File: src/rtl/larson_scan_monitor.sv
// Passive monitor for the 16-line active-low scanner selection bus.
// Optional sweep counter/pulse: define LARSON_MONITOR_SWEEP_COUNT_EN.
module larson_scan_monitor #(
  parameter int LOCK_COUNT = 4,
  parameter int SWEEP_W    = 8
) (
  input  logic               i_clk,
  input  logic               i_n_rst,
  input  logic [15:0]        i_selection,
  input  logic               i_sample,
  input  logic               i_clear,
  output logic [3:0]         o_position,
  output logic               o_valid,
  output logic               o_direction,
  output logic               o_locked,
  output logic               o_fault,
  output logic [1:0]         o_fault_code,
  output logic [SWEEP_W-1:0] o_sweep_count,
  output logic               o_sweep_pulse
);

  typedef enum logic [2:0] {
    IDLE, SEED, UP, DOWN, FAULT
  } state_t;

  state_t      state_q, state_d;
  logic [3:0]  pos_q, pos_d;
  logic        valid_q, valid_d;
  logic        dir_q, dir_d;
  logic [3:0]  lock_q, lock_d;
  logic [1:0]  code_q, code_d;

  logic [15:0] sel_low;
  logic        legal;
  logic [3:0]  p;
  logic [4:0]  delta;
  logic        hold, step_up, step_dn;
  logic [3:0]  lock_inc;

  always_comb begin
    sel_low = ~i_selection;
    legal   = (sel_low != 16'd0) &&
              ((sel_low & (sel_low - 16'd1)) == 16'd0);
    p = 4'd0;
    for (int i = 0; i < 16; i++)
      if (sel_low[i]) p = 4'(i);
    delta   = {1'b0, p} - {1'b0, pos_q};
    hold    = legal && (delta == 5'd0);
    step_up = legal && (delta == 5'd1);
    step_dn = legal && (delta == 5'h1f);
    lock_inc = (lock_q == 4'hf) ? lock_q : lock_q + 4'd1;
  end

  always_ff @(posedge i_clk or negedge i_n_rst) begin
    if (!i_n_rst) begin
      state_q <= IDLE;
      pos_q   <= 4'd0;
      valid_q <= 1'b0;
      dir_q   <= 1'b0;
      lock_q  <= 4'd0;
      code_q  <= 2'b00;
    end else begin
      state_q <= state_d;
      pos_q   <= pos_d;
      valid_q <= valid_d;
      dir_q   <= dir_d;
      lock_q  <= lock_d;
      code_q  <= code_d;
    end
  end

  always_comb begin
    state_d = state_q;
    pos_d   = pos_q;
    valid_d = valid_q;
    dir_d   = dir_q;
    lock_d  = lock_q;
    code_d  = code_q;
    if (i_clear) begin
      state_d = IDLE;
      valid_d = 1'b0;
      lock_d  = 4'd0;
      code_d  = 2'b00;
    end else if (i_sample) begin
      unique case (state_q)
        IDLE: if (legal) begin
          pos_d   = p;
          valid_d = 1'b1;
          state_d = SEED;
        end
        SEED: begin
          if (!legal) begin
            state_d = IDLE;
            valid_d = 1'b0;
            lock_d  = 4'd0;
          end else if (step_up) begin
            pos_d   = p;
            state_d = UP;
            dir_d   = 1'b1;
            lock_d  = lock_inc;
          end else if (step_dn) begin
            pos_d   = p;
            state_d = DOWN;
            dir_d   = 1'b0;
            lock_d  = lock_inc;
          end else if (!hold) begin
            pos_d = p;
          end
        end
        UP, DOWN: begin
          // forward step for the current direction
          if ((state_q == UP && step_up) ||
              (state_q == DOWN && step_dn)) begin
            pos_d  = p;
            lock_d = lock_inc;
            if (state_q == UP && p == 4'd15) begin
              state_d = DOWN;
              dir_d   = 1'b0;
            end else if (state_q == DOWN && p == 4'd0) begin
              state_d = UP;
              dir_d   = 1'b1;
            end
          end else if (!hold) begin
            state_d = FAULT;
            lock_d  = 4'd0;
            if (!legal)
              code_d = 2'b01;
            else if (step_up || step_dn)
              code_d = 2'b11;
            else
              code_d = 2'b10;
          end
        end
        FAULT: ;
        default: state_d = IDLE;
      endcase
    end
  end

  always_comb begin
    o_position   = pos_q;
    o_valid      = valid_q;
    o_direction  = dir_q;
    o_fault      = (state_q == FAULT);
    o_fault_code = code_q;
    o_locked     = ((state_q == UP) || (state_q == DOWN)) &&
                   (lock_q >= 4'(LOCK_COUNT));
  end

`ifdef LARSON_MONITOR_SWEEP_COUNT_EN
  logic               sweep_hit;
  logic [SWEEP_W-1:0] sweep_q;
  logic               pulse_q;

  assign sweep_hit = i_sample && !i_clear &&
    ((state_q == UP && step_up && p == 4'd15) ||
     (state_q == DOWN && step_dn && p == 4'd0));

  always_ff @(posedge i_clk or negedge i_n_rst) begin
    if (!i_n_rst) begin
      sweep_q <= '0;
      pulse_q <= 1'b0;
    end else begin
      pulse_q <= sweep_hit;
      if (sweep_hit) sweep_q <= sweep_q + 1'b1;
    end
  end

  assign o_sweep_count = sweep_q;
  assign o_sweep_pulse = pulse_q;
`else
  assign o_sweep_count = '0;
  assign o_sweep_pulse = 1'b0;
`endif

endmodule

File: config.mk
export PLATFORM = sky130hd
export DESIGN_NAME = larson_scan_monitor
export DESIGN_NICKNAME = d
export VERILOG_FILES = /design/src/rtl/larson_scan_monitor.sv
export SDC_FILE = /design/constraint.sdc
export NUM_CORES = 1
export LEC_CHECK = 0
export CAP_MARGIN = 40
export CORE_UTILIZATION = 45
export CTS_CLUSTER_DIAMETER = 40
export DETAILED_ROUTE_END_ITERATION = 12
export HOLD_SLACK_MARGIN = 0.05
export PLACE_DENSITY = 0.73
export RECOVER_POWER = 50
export SYNTH_ARGS = -nofsm -noshare
export SYNTH_HDL_FRONTEND = slang
export SYNTH_SLANG_ARGS = --single-unit
File: constraint.sdc
create_clock -name i_clk -period 3.1 [get_ports i_clk]
set_clock_uncertainty 0.2 [all_clocks]
set_input_delay 0.465 -clock i_clk [delete_from_list [all_inputs] [get_ports i_clk]]
set_output_delay 0.465 -clock i_clk [all_outputs]
set_load 0.005 [all_outputs]
==> run_results.csv <==
group,metric,value,unit
power,peakVddDrop,0.2002,mV
setup_path,startpoint_type,"primary input",
final_layout,final_cell_mix,"buf_4 (76), dfrtp_1 (15), nor2_1 (14)",
run,maxCapViolCount,0,
route,drt-initial-drc-count,186,
final_layout,layout.nets,350,
setup_path,worstPathRequired,3.04,ns
setup_path,r2r_cells,13,
sta,relSlewSlack,0.4955,
final_layout,final_layout_size_suffix_gt1_frac,0.4489,
cts,clk_pin_slew,0.07,ns
sta,hold_ws,0.3344,ns
sta,achievable-frequency,264.0,MHz
floorplan,coreArea,3689,um^2
cts,clock-sinks,15,
logic_synthesis,ys.flop_type,"dfrtp_1",
sta,hold_viol_final,0,
final_layout,area_growth,68.44,%
sta,worst_pin_slew,0.7543,ns
cts,hold_buffers,0,
route,drtAntennaViolNets,0,
worst_hold_path,whs_path_depth,1,
cts,clkLatencyLatePin,0.25,ns
setup_path,endpoint_kind,"flop",
floorplan,fp.dieArea,4111,um^2
route,viasPerCell,5.636,
route,vias,2091,
sta,setup_viol,14,
sta,rsz0062_at_grt,"true",
cts,ctsLongestPathBuffers,2,
logic_synthesis,synth_edf_count,0,
floorplan,initial_core_util,0.4708,
floorplan,die_x,64.12,um
final_layout,final_common_cell,"buf_4",
worst_hold_path,min_path_type,"reg2reg",
floorplan,chipHeight,64.12,um
logic_synthesis,yosys_warnings,0,
global_route,grt_pass1_wl,9597,um
sta,postLayoutSetupSlackWorst,-0.6874,ns
final_layout,fin_cells,371,
logic_synthesis,async_flop_share,1.000,
sta,finalCriticalPeriod,3.787,ns
cts,clock-root-buffer,"clkbuf_8",
global_route,grt-ovfl-total,0,
placement,dp.cells,342,
route,drt_first_pass_iters,7,
logic_synthesis,synth_cell_types,62,
cts,cts_made_buffers,3,
route,wire_per_inst,16.24,um
placement,dp_hpwl,3661,um
logic_synthesis,syn_area_per_cell,8.003,um^2
logic_synthesis,ys_ff_latch,15,
setup_path,arrival,3.72,ns
power,power_leakage,1.302,nW
floorplan,rows,22,
logic_synthesis,yosysSeqAreaShare,0.2161,
global_route,grt_max_degree,16,
setup_path,critPathMaxFanout,3,
floorplan,ioPinCount,39,
final_layout,diodes,0,
global_route,antenna_found_initial,0,
global_route,grt_pass1_vias,2009,
route,wirelength,6024,um
logic_synthesis,syn_inst,217,
sta,drv_slew,0,
logic_synthesis,synth_area,1737,um^2
cts,h-tree-depth,1,
run_status,violations,"setup timing",
placement,port_buffers,29,
cts,cts_tree,"built",
placement,gp_congestion,0.9088,
setup_path,critPathKind,"in2reg",
global_route,grt.total_usage,0.2997,
run_status,status,"finished, violations left",
power,cellPowerDensity,189.0,nW/um^2
route,drc,0,
sta,period_share,1.222,
[metrics by stage]
stage | power, mW | worst slack [ns] | cell area, um^2 | util | TNS, ns
floorplan | 0.2647 | -0.8370 | 1844 | - | -7.543
global placement | 0.3347 | -1.378 | 2481 | 0.6727 | -17.28
detailed placement | 0.3364 | -1.478 | 2481 | 0.6727 | -18.20
CTS | 0.5313 | -0.8053 | 2773 | 0.7517 | -8.716
global route | 0.5804 | -0.8160 | 2925 | 0.7931 | -9.720
finish | 0.5527 | -0.6874 | 2925 | 0.7931 | -7.918
[cell type report]
class | count | area [um^2]
clock buffers | 3 | 41.29
clock inverters | 1 | 5.005
fillers | 233 | 763.2
inverters | 13 | 48.80
multi-input cells | 180 | 1494
flip-flops and latches | 15 | 375.4
well taps | 48 | 60.06
repair buffers | 111 | 900.9
[routing by layer]
metal  GRT usage  vias up  part of all wire
met2      0.5199       73              0.52
met5           0        -                 0
met1      0.3773      999              0.42
met4     0.09444        0             0.018
met3     0.04821       12             0.044
li1            -     1007                 -
[path summary, 6_finish.rpt]
| check | slack, ns | from | to |
|---|---|---|---|
| worst max-delay path | -0.69 | i_selection[8] | o_position[1] |
| worst min-delay path | 0.33 | o_direction | o_direction |
| worst max register to register | -0.22 | o_position[0] | o_position[1] |
| worst min register to register | 0.33 | o_direction | o_direction |
| max in group asynchronous | 1.71 | i_n_rst | state_q[1] |
| min in group asynchronous | 0.52 | i_n_rst | o_position[0] |
[cells by family (layout without fill, tap and decap cells)]
group | Yosys count | count (layout) | share of synthesized area
and+or+nand+nor | 95 | 95 | 0.3199
other | 1 | 9 | 0.002159
buffers and inverters | 30 | 128 | 0.08573
muxes | 9 | 9 | 0.05475
DFF | 15 | 15 | 0.2161
adders and majority gates | 7 | 7 | 0.05331
AOI/OAI and AO/OA | 59 | 59 | 0.2630
xor gates and xnor gates | 1 | 1 | 0.005044
[synthesized netlist by cell type (2+ instances only)]
cell / n / area share
nand4b_1: 2 / 0.010
nor3_1: 6 / 0.017
a211oi_1: 3 / 0.013
nand2_1: 10 / 0.022
inv_1: 13 / 0.028
a2111oi_4: 2 / 0.032
and4_1: 7 / 0.035
a21boi_0: 2 / 0.0086
or2_2: 3 / 0.011
a31oi_1: 5 / 0.018
nand4_1: 6 / 0.022
mux2_2: 4 / 0.026
o21a_1: 2 / 0.0086
and2_1: 4 / 0.014
o211ai_1: 2 / 0.0086
mux2i_1: 5 / 0.029
a21oi_1: 8 / 0.023
ha_1: 5 / 0.036
nor2_1: 16 / 0.035
buf_4: 9 / 0.039
dfrtp_1: 15 / 0.22
nand3_1: 8 / 0.023
o2111ai_1: 3 / 0.015
nor2b_1: 6 / 0.022
clkbuf_1: 6 / 0.013
a21o_1: 2 / 0.0086
o221ai_1: 2 / 0.010
and3_1: 7 / 0.025
nand2b_1: 11 / 0.040
o21ai_0: 11 / 0.032
[critical path, cell delays in order]
cell	delay [ns]
clkdlybuf4s15_2	0.22
o21ai_2	0.18
a221oi_4	0.10
nor2_2	0.14
ha_2	0.20
inv_2	0.04
fa_2	0.36
buf_6	0.13
nor2b_4	0.11
a2111o_1	0.32
buf_6	0.14
a2111oi_4	0.32
nor2_2	0.09
a21o_1	0.19
a2111oi_4	0.20
buf_4	0.21
mux2_4	0.31
[registers in the layout (all words and copies together), names as in the netlist]
register      flops
o_direction       1
o_fault_code      2
o_position        4
o_valid           1
lock_q            4
state_q           3
[where the power goes]
part           leakage [nW]  switching, mW  internal, mW
logic                  1.08         0.0884         0.102
registers             0.199      0.0000584         0.196
clock network        0.0255         0.0777        0.0891
total                  1.30          0.166         0.387
[what timing repair did]
action	CTS	global route
gates resized for setup	68	35
setup buffers	25	3
setup endpoints to repair	14	14
pin swaps	20	19
Note: power is estimated with default switching activity, not from simulation.
==> RTL change 1, RTL diff (same settings) <==
The 5 states of `state_t` get a one-hot encoding in 5 bits.
--- a/src/rtl/larson_scan_monitor.sv
+++ b/src/rtl/larson_scan_monitor.sv
@@ -19,8 +19,8 @@
   output logic               o_sweep_pulse
 );
 
-  typedef enum logic [2:0] {
-    IDLE, SEED, UP, DOWN, FAULT
+  typedef enum logic [4:0] {
+    IDLE = 5'b00001, SEED = 5'b00010, UP = 5'b00100, DOWN = 5'b01000, FAULT = 5'b10000
   } state_t;
 
   state_t      state_q, state_d;
Behaviour: same outputs for any inputs over 4 cycles, from zero or initial values and one cycle with i_n_rst low; so few cycles prove little.
==> RTL change 1 against the original RTL <==
- the run still ends with setup timing left
- count of clock-buffer cells in the layout unchanged
- cell area up 0.51%
- sequential power up 13%
- synthesized area up 3.7%
- die area up 3.6%
- sequential cell count up 2
- via count up 8.0%
- total power up 3.4%
- wire length up 7.4%
- sequential share of layout area up 1.7 points
- setup slack better by 0.029 ns
- synthesized cell count up 1.4%
- critical endpoint is now state_q[3]
==> RTL change 1: results (changes against the original RTL) <==
bufs w/o clock 113 (+1.8%); Critical Path End state_q[3]; setup_tns -8.39 ns (-0.474 ns); register area 427 µm² (+14%); Slew headroom 44.6% (-5.0 points); share of layout cells above drive strength 1 42.6% (-2.3 points); number of DRC markers in iteration 0 151 (-19%); Total Routed Length 6470 µm (+7.4%); worst reg2reg path depth 9 (-4); multi-input combinational gate total 181 (+0.56%); first-pass GRT wire length 9690 µm (+1.0%); Yosys cell types 66 (+6.5%); post-route setup slack -0.658 ns (+0.0293 ns); fin cells 379 (+2.2%); largest net degree at the start of global routing 17 (+1); Post-DP HPWL 4010 µm (+9.5%); GP Congestion 0.880 (-3.1%); crit path DAT 3.69 ns (-0.03 ns); Seq/Total Area, Yosys 23.7% (+2.1 points); violated checks setup timing; Syn Area/Cell 8.18 µm² (+2.3%); number of global-route vias before repair 2198 (+9.4%); setup repair bufs after CTS 24 (-4.0%); fraction of area in multi-input gates 47.7% (-3.4 points); pre-CTS setup slack -1.15 ns (+0.324 ns); Synth top area share 22.2% (+0.62 points); xor and xnor area share after synthesis 0.973% (+0.47 points); HP Class input port to asynchronous set/reset pin; final setup fails 16 (+2); Internal 0.407 mW (+5.3%); DRT Pass-1 Iters 5 (-2); Signal buf overhead 32.0% (+1.2 points); post-synthesis mux area share 4.10% (-1.4 points); Post-synth top cells 23 x nand2_1, 16 x dfrtp_1, 16 x inv_1, 14 x nor2_1, 11 x buf_4; status finished with violations; worst-case vdd ir drop 0.154 mV (-23%); Leak Pwr 1.29 nW (-1.0%); synth top area cells dfrtp_1 22%, nand2_1 4.8%, buf_4 4.6%, ha_1 3.5%, inv_1 3.3%; dpl cell area 2540 µm² (+2.3%); Final Util 78.5% (-0.77 points); FF+latch count, synth 17 (+2); Placed Cells 348 (+1.8%)
## RTL change 1: how the worst min path moves through the flow
stage / startpoint / to / slack, ns
2_1_floorplan: i_n_rst / lock_q[0] / -0.03
6_report: i_n_rst / o_direction / 0.30
3_5_place_dp: o_direction / o_direction / 0.28
4_1_cts: i_n_rst / o_direction / 0.26
3_3_place_gp: o_direction / o_direction / 0.31
5_1_grt: i_n_rst / o_direction / 0.31
## RTL change 1: routing by layer
| layer | track usage, % | routed length, µm | vias up |
|---|---|---|---|
| met1 | 33.9 | 2620 | 1062 |
| met2 | 53.1 | 3280 | 123 |
| li1 | - | - | 1037 |
| met3 | 3.65 | 287 | 36 |
| met4 | 16.3 | 280 | 0 |
| met5 | 0 | 0 | - |
## RTL change 1: logic make-up (layout without fill, tap and decap cells)
group	Yosys count	after routing
mux	7	7
xor+xnor	2	2
compound gates	61	61
buf+inv	30	133
simple gates	95	95
fa+ha+maj	7	7
flops	17	17
other cells	1	9
## RTL change 1: power groups by stage
stage / clock network (mW) / logic (mW) / registers (mW)
after floorplan: 0 / 0.0612 / 0.226
after global placement: 0 / 0.135 / 0.226
after detailed placement: 0 / 0.140 / 0.226
after CTS: 0.173 / 0.167 / 0.222
after global routing: 0.181 / 0.189 / 0.222
final: 0.172 / 0.177 / 0.222
## RTL change 1: critical path, cell delays in order
cell	delay (ns)
buf_6	0.09
or2b_1	0.16
a21oi_2	0.06
o311ai_2	0.32
nand2_1	0.11
a21oi_2	0.16
ha_2	0.21
inv_2	0.04
fa_2	0.35
nor2b_1	0.14
a2111o_1	0.34
mux2i_1	0.17
o31a_1	0.37
o2111ai_4	0.20
buf_4	0.18
o41ai_2	0.32
==> RTL change 2, RTL diff (same settings) <==
Made on the original files. Build with the macro `LARSON_MONITOR_SWEEP_COUNT_EN` defined.
--- a/src/rtl/larson_scan_monitor.sv
+++ b/src/rtl/larson_scan_monitor.sv
@@ -1,5 +1,7 @@
 // Passive monitor for the 16-line active-low scanner selection bus.
 // Optional sweep counter/pulse: define LARSON_MONITOR_SWEEP_COUNT_EN.
+`define LARSON_MONITOR_SWEEP_COUNT_EN
+
 module larson_scan_monitor #(
   parameter int LOCK_COUNT = 4,
   parameter int SWEEP_W    = 8
Formal check against the unedited RTL: not equivalent (Yosys sat finds a counterexample within 4 cycles, from zero or initial values and one cycle with i_n_rst low).
==> RTL change 2 against the original RTL <==
- the run still ends with setup timing left
- sequential cell count rose by 9
- total power grew 39%
- global-route usage shrank 1.1 points
- final cell count increased by 6.5%
- die area up 18%
- register-to-register slack better by 0.33 ns
- synthesized cell count rose by 9.2%
- wire length rose by 15%
- synthesized area up 19%
- sequential share of layout area up 4.0 points
- setup slack gained 0.30 ns
- first-iteration DRC count decreased by 33%
- critical path depth is 3 lower
- cell area rose by 22%
- highest routed layer unchanged
==> RTL change 2: results (changes against the original RTL) <==
delay-heaviest family, CP simple AND/OR/NAND/NOR gates; first-pass GRT wire length 11400 µm (+19%); post-route setup slack -0.391 ns (+0.296 ns); DRT Pass-1 Iters 4 (-3); Fill cells 255 (+9.4%); Crit-path slowest cell or4_4; met3 usage 4.22% (-0.61 points); setup repair bufs after CTS 8 (-68%); Adder-Cell Fraction of Synth Area 4.62% (-0.71 points); top fanout value on the critical path 5 (+2); Post-synth top cells 24 x dfrtp_1, 20 x nand2_1, 16 x inv_1, 13 x a21oi_1; CTS resizes 105 (+54%); Synth Instances 237 (+9.2%); violated checks setup timing; crit-path max cell delay 0.46 ns (+0.10 ns); fin cells 395 (+6.5%); worst-margin pin slew 1.36 ns (+0.607 ns); Syn. warnings 0 (unchanged); synth top area cells dfrtp_1 29%, ha_1 3.6%, nand2_1 3.6%, a21oi_1 3.2%, xor2_1 3.0%; Placed Cells 383 (+12%); GP Congestion 0.905 (-0.47%); Pwr Density 215 nW/µm² (+14%); status finished with violations; Clock Network Area Fraction 2.00% (+0.42 points); largest net degree at the start of global routing 25 (+9); Logic inverters 16 (+3); setup_tns -5.36 ns (+2.56 ns); Nets 371 (+6.0%); final setup fails 21 (+7); dpl cell area 3050 µm² (+23%); clock sink count 24 (+9); number of DRC markers in iteration 0 124 (-33%); worst-case vdd ir drop 0.159 mV (-21%); detailed-route via count 2416 (+16%); GRT Total Usage 28.8% (-1.1 points); Seq/Total Area, Yosys 29.2% (+7.6 points); Signal buf overhead 27.1% (-3.7 points); CTS root buf clkbuf_8; port buffer count 38 (+31%); core box area 4380 µm² (+19%); WL/cell 17.5 µm (+7.9%); Leak Pwr 1.65 nW (+27%); number of global-route vias before repair 2495 (+24%); xor and xnor area share after synthesis 3.40% (+2.9 points); register area 601 µm² (+60%); Clk Latency, worst-skew pair 0.28 ns (+0.03 ns); CTS clk-pin slew, worst paths 0.10 ns (+0.03 ns); post-synthesis compound-gate area fraction 24.6% (-1.7 points)
-- RTL change 2: changes by cell type in the layout (fill, tap and decap cells not counted), moves of 5 or more --
cell,change
buf_4,-15
nand2_1,+9
nand2b_1,-8
a21oi_1,+6
and4_1,-6
xor2_1,+5
nor2_1,-10
conb_1,-9
buf_6,+5
inv_1,+5
dfrtp_1,+9
clkdlybuf4s50_1,+9
-- RTL change 2: report_power, final --
group	internal (mW)	leakage, nW	switching (mW)
registers	0.313	0.325	0.0000622
clock network	0.173	0.0357	0.116
logic	0.0850	1.29	0.0792
total	0.571	1.65	0.195
-- RTL change 2: kinds of logic (layout without fill, tap and decap cells) --
family,count (synthesis),count (layout)
muxes,8,8
xor gates and xnor gates,8,8
and+or+nand+nor,97,97
DFF,24,24
buffers and inverters,25,131
adders and majority gates,7,7
AOI/OAI and AO/OA,68,68
-- RTL change 2: worst paths after layout --
| check | slack (ns) | end | start | cells after the start |
|---|---|---|---|---|
| worst min-delay path | 0.27 | o_sweep_count[7] | o_sweep_count[7] | 1 |
| worst max register to register | 0.11 | state_q[0] | o_position[1] | 10 |
| worst min register to register | 0.27 | o_sweep_count[7] | o_sweep_count[7] | 1 |
| worst max-delay path | -0.39 | state_q[0] | i_selection[8] | 14 |
| min in group asynchronous | 0.82 | o_position[2] | i_n_rst | 2 |
| max in group asynchronous | 1.07 | state_q[1] | i_n_rst | 2 |
-- RTL change 2: routing by layer --
metal | vias to the layer above | share of wire, % | wire length [µm]
met5 | - | 0 | 0
met4 | 0 | 2.7 | 190
met3 | 19 | 3.7 | 255
met2 | 65 | 50 | 3480
met1 | 1214 | 43 | 2990
li1 | 1118 | - | -
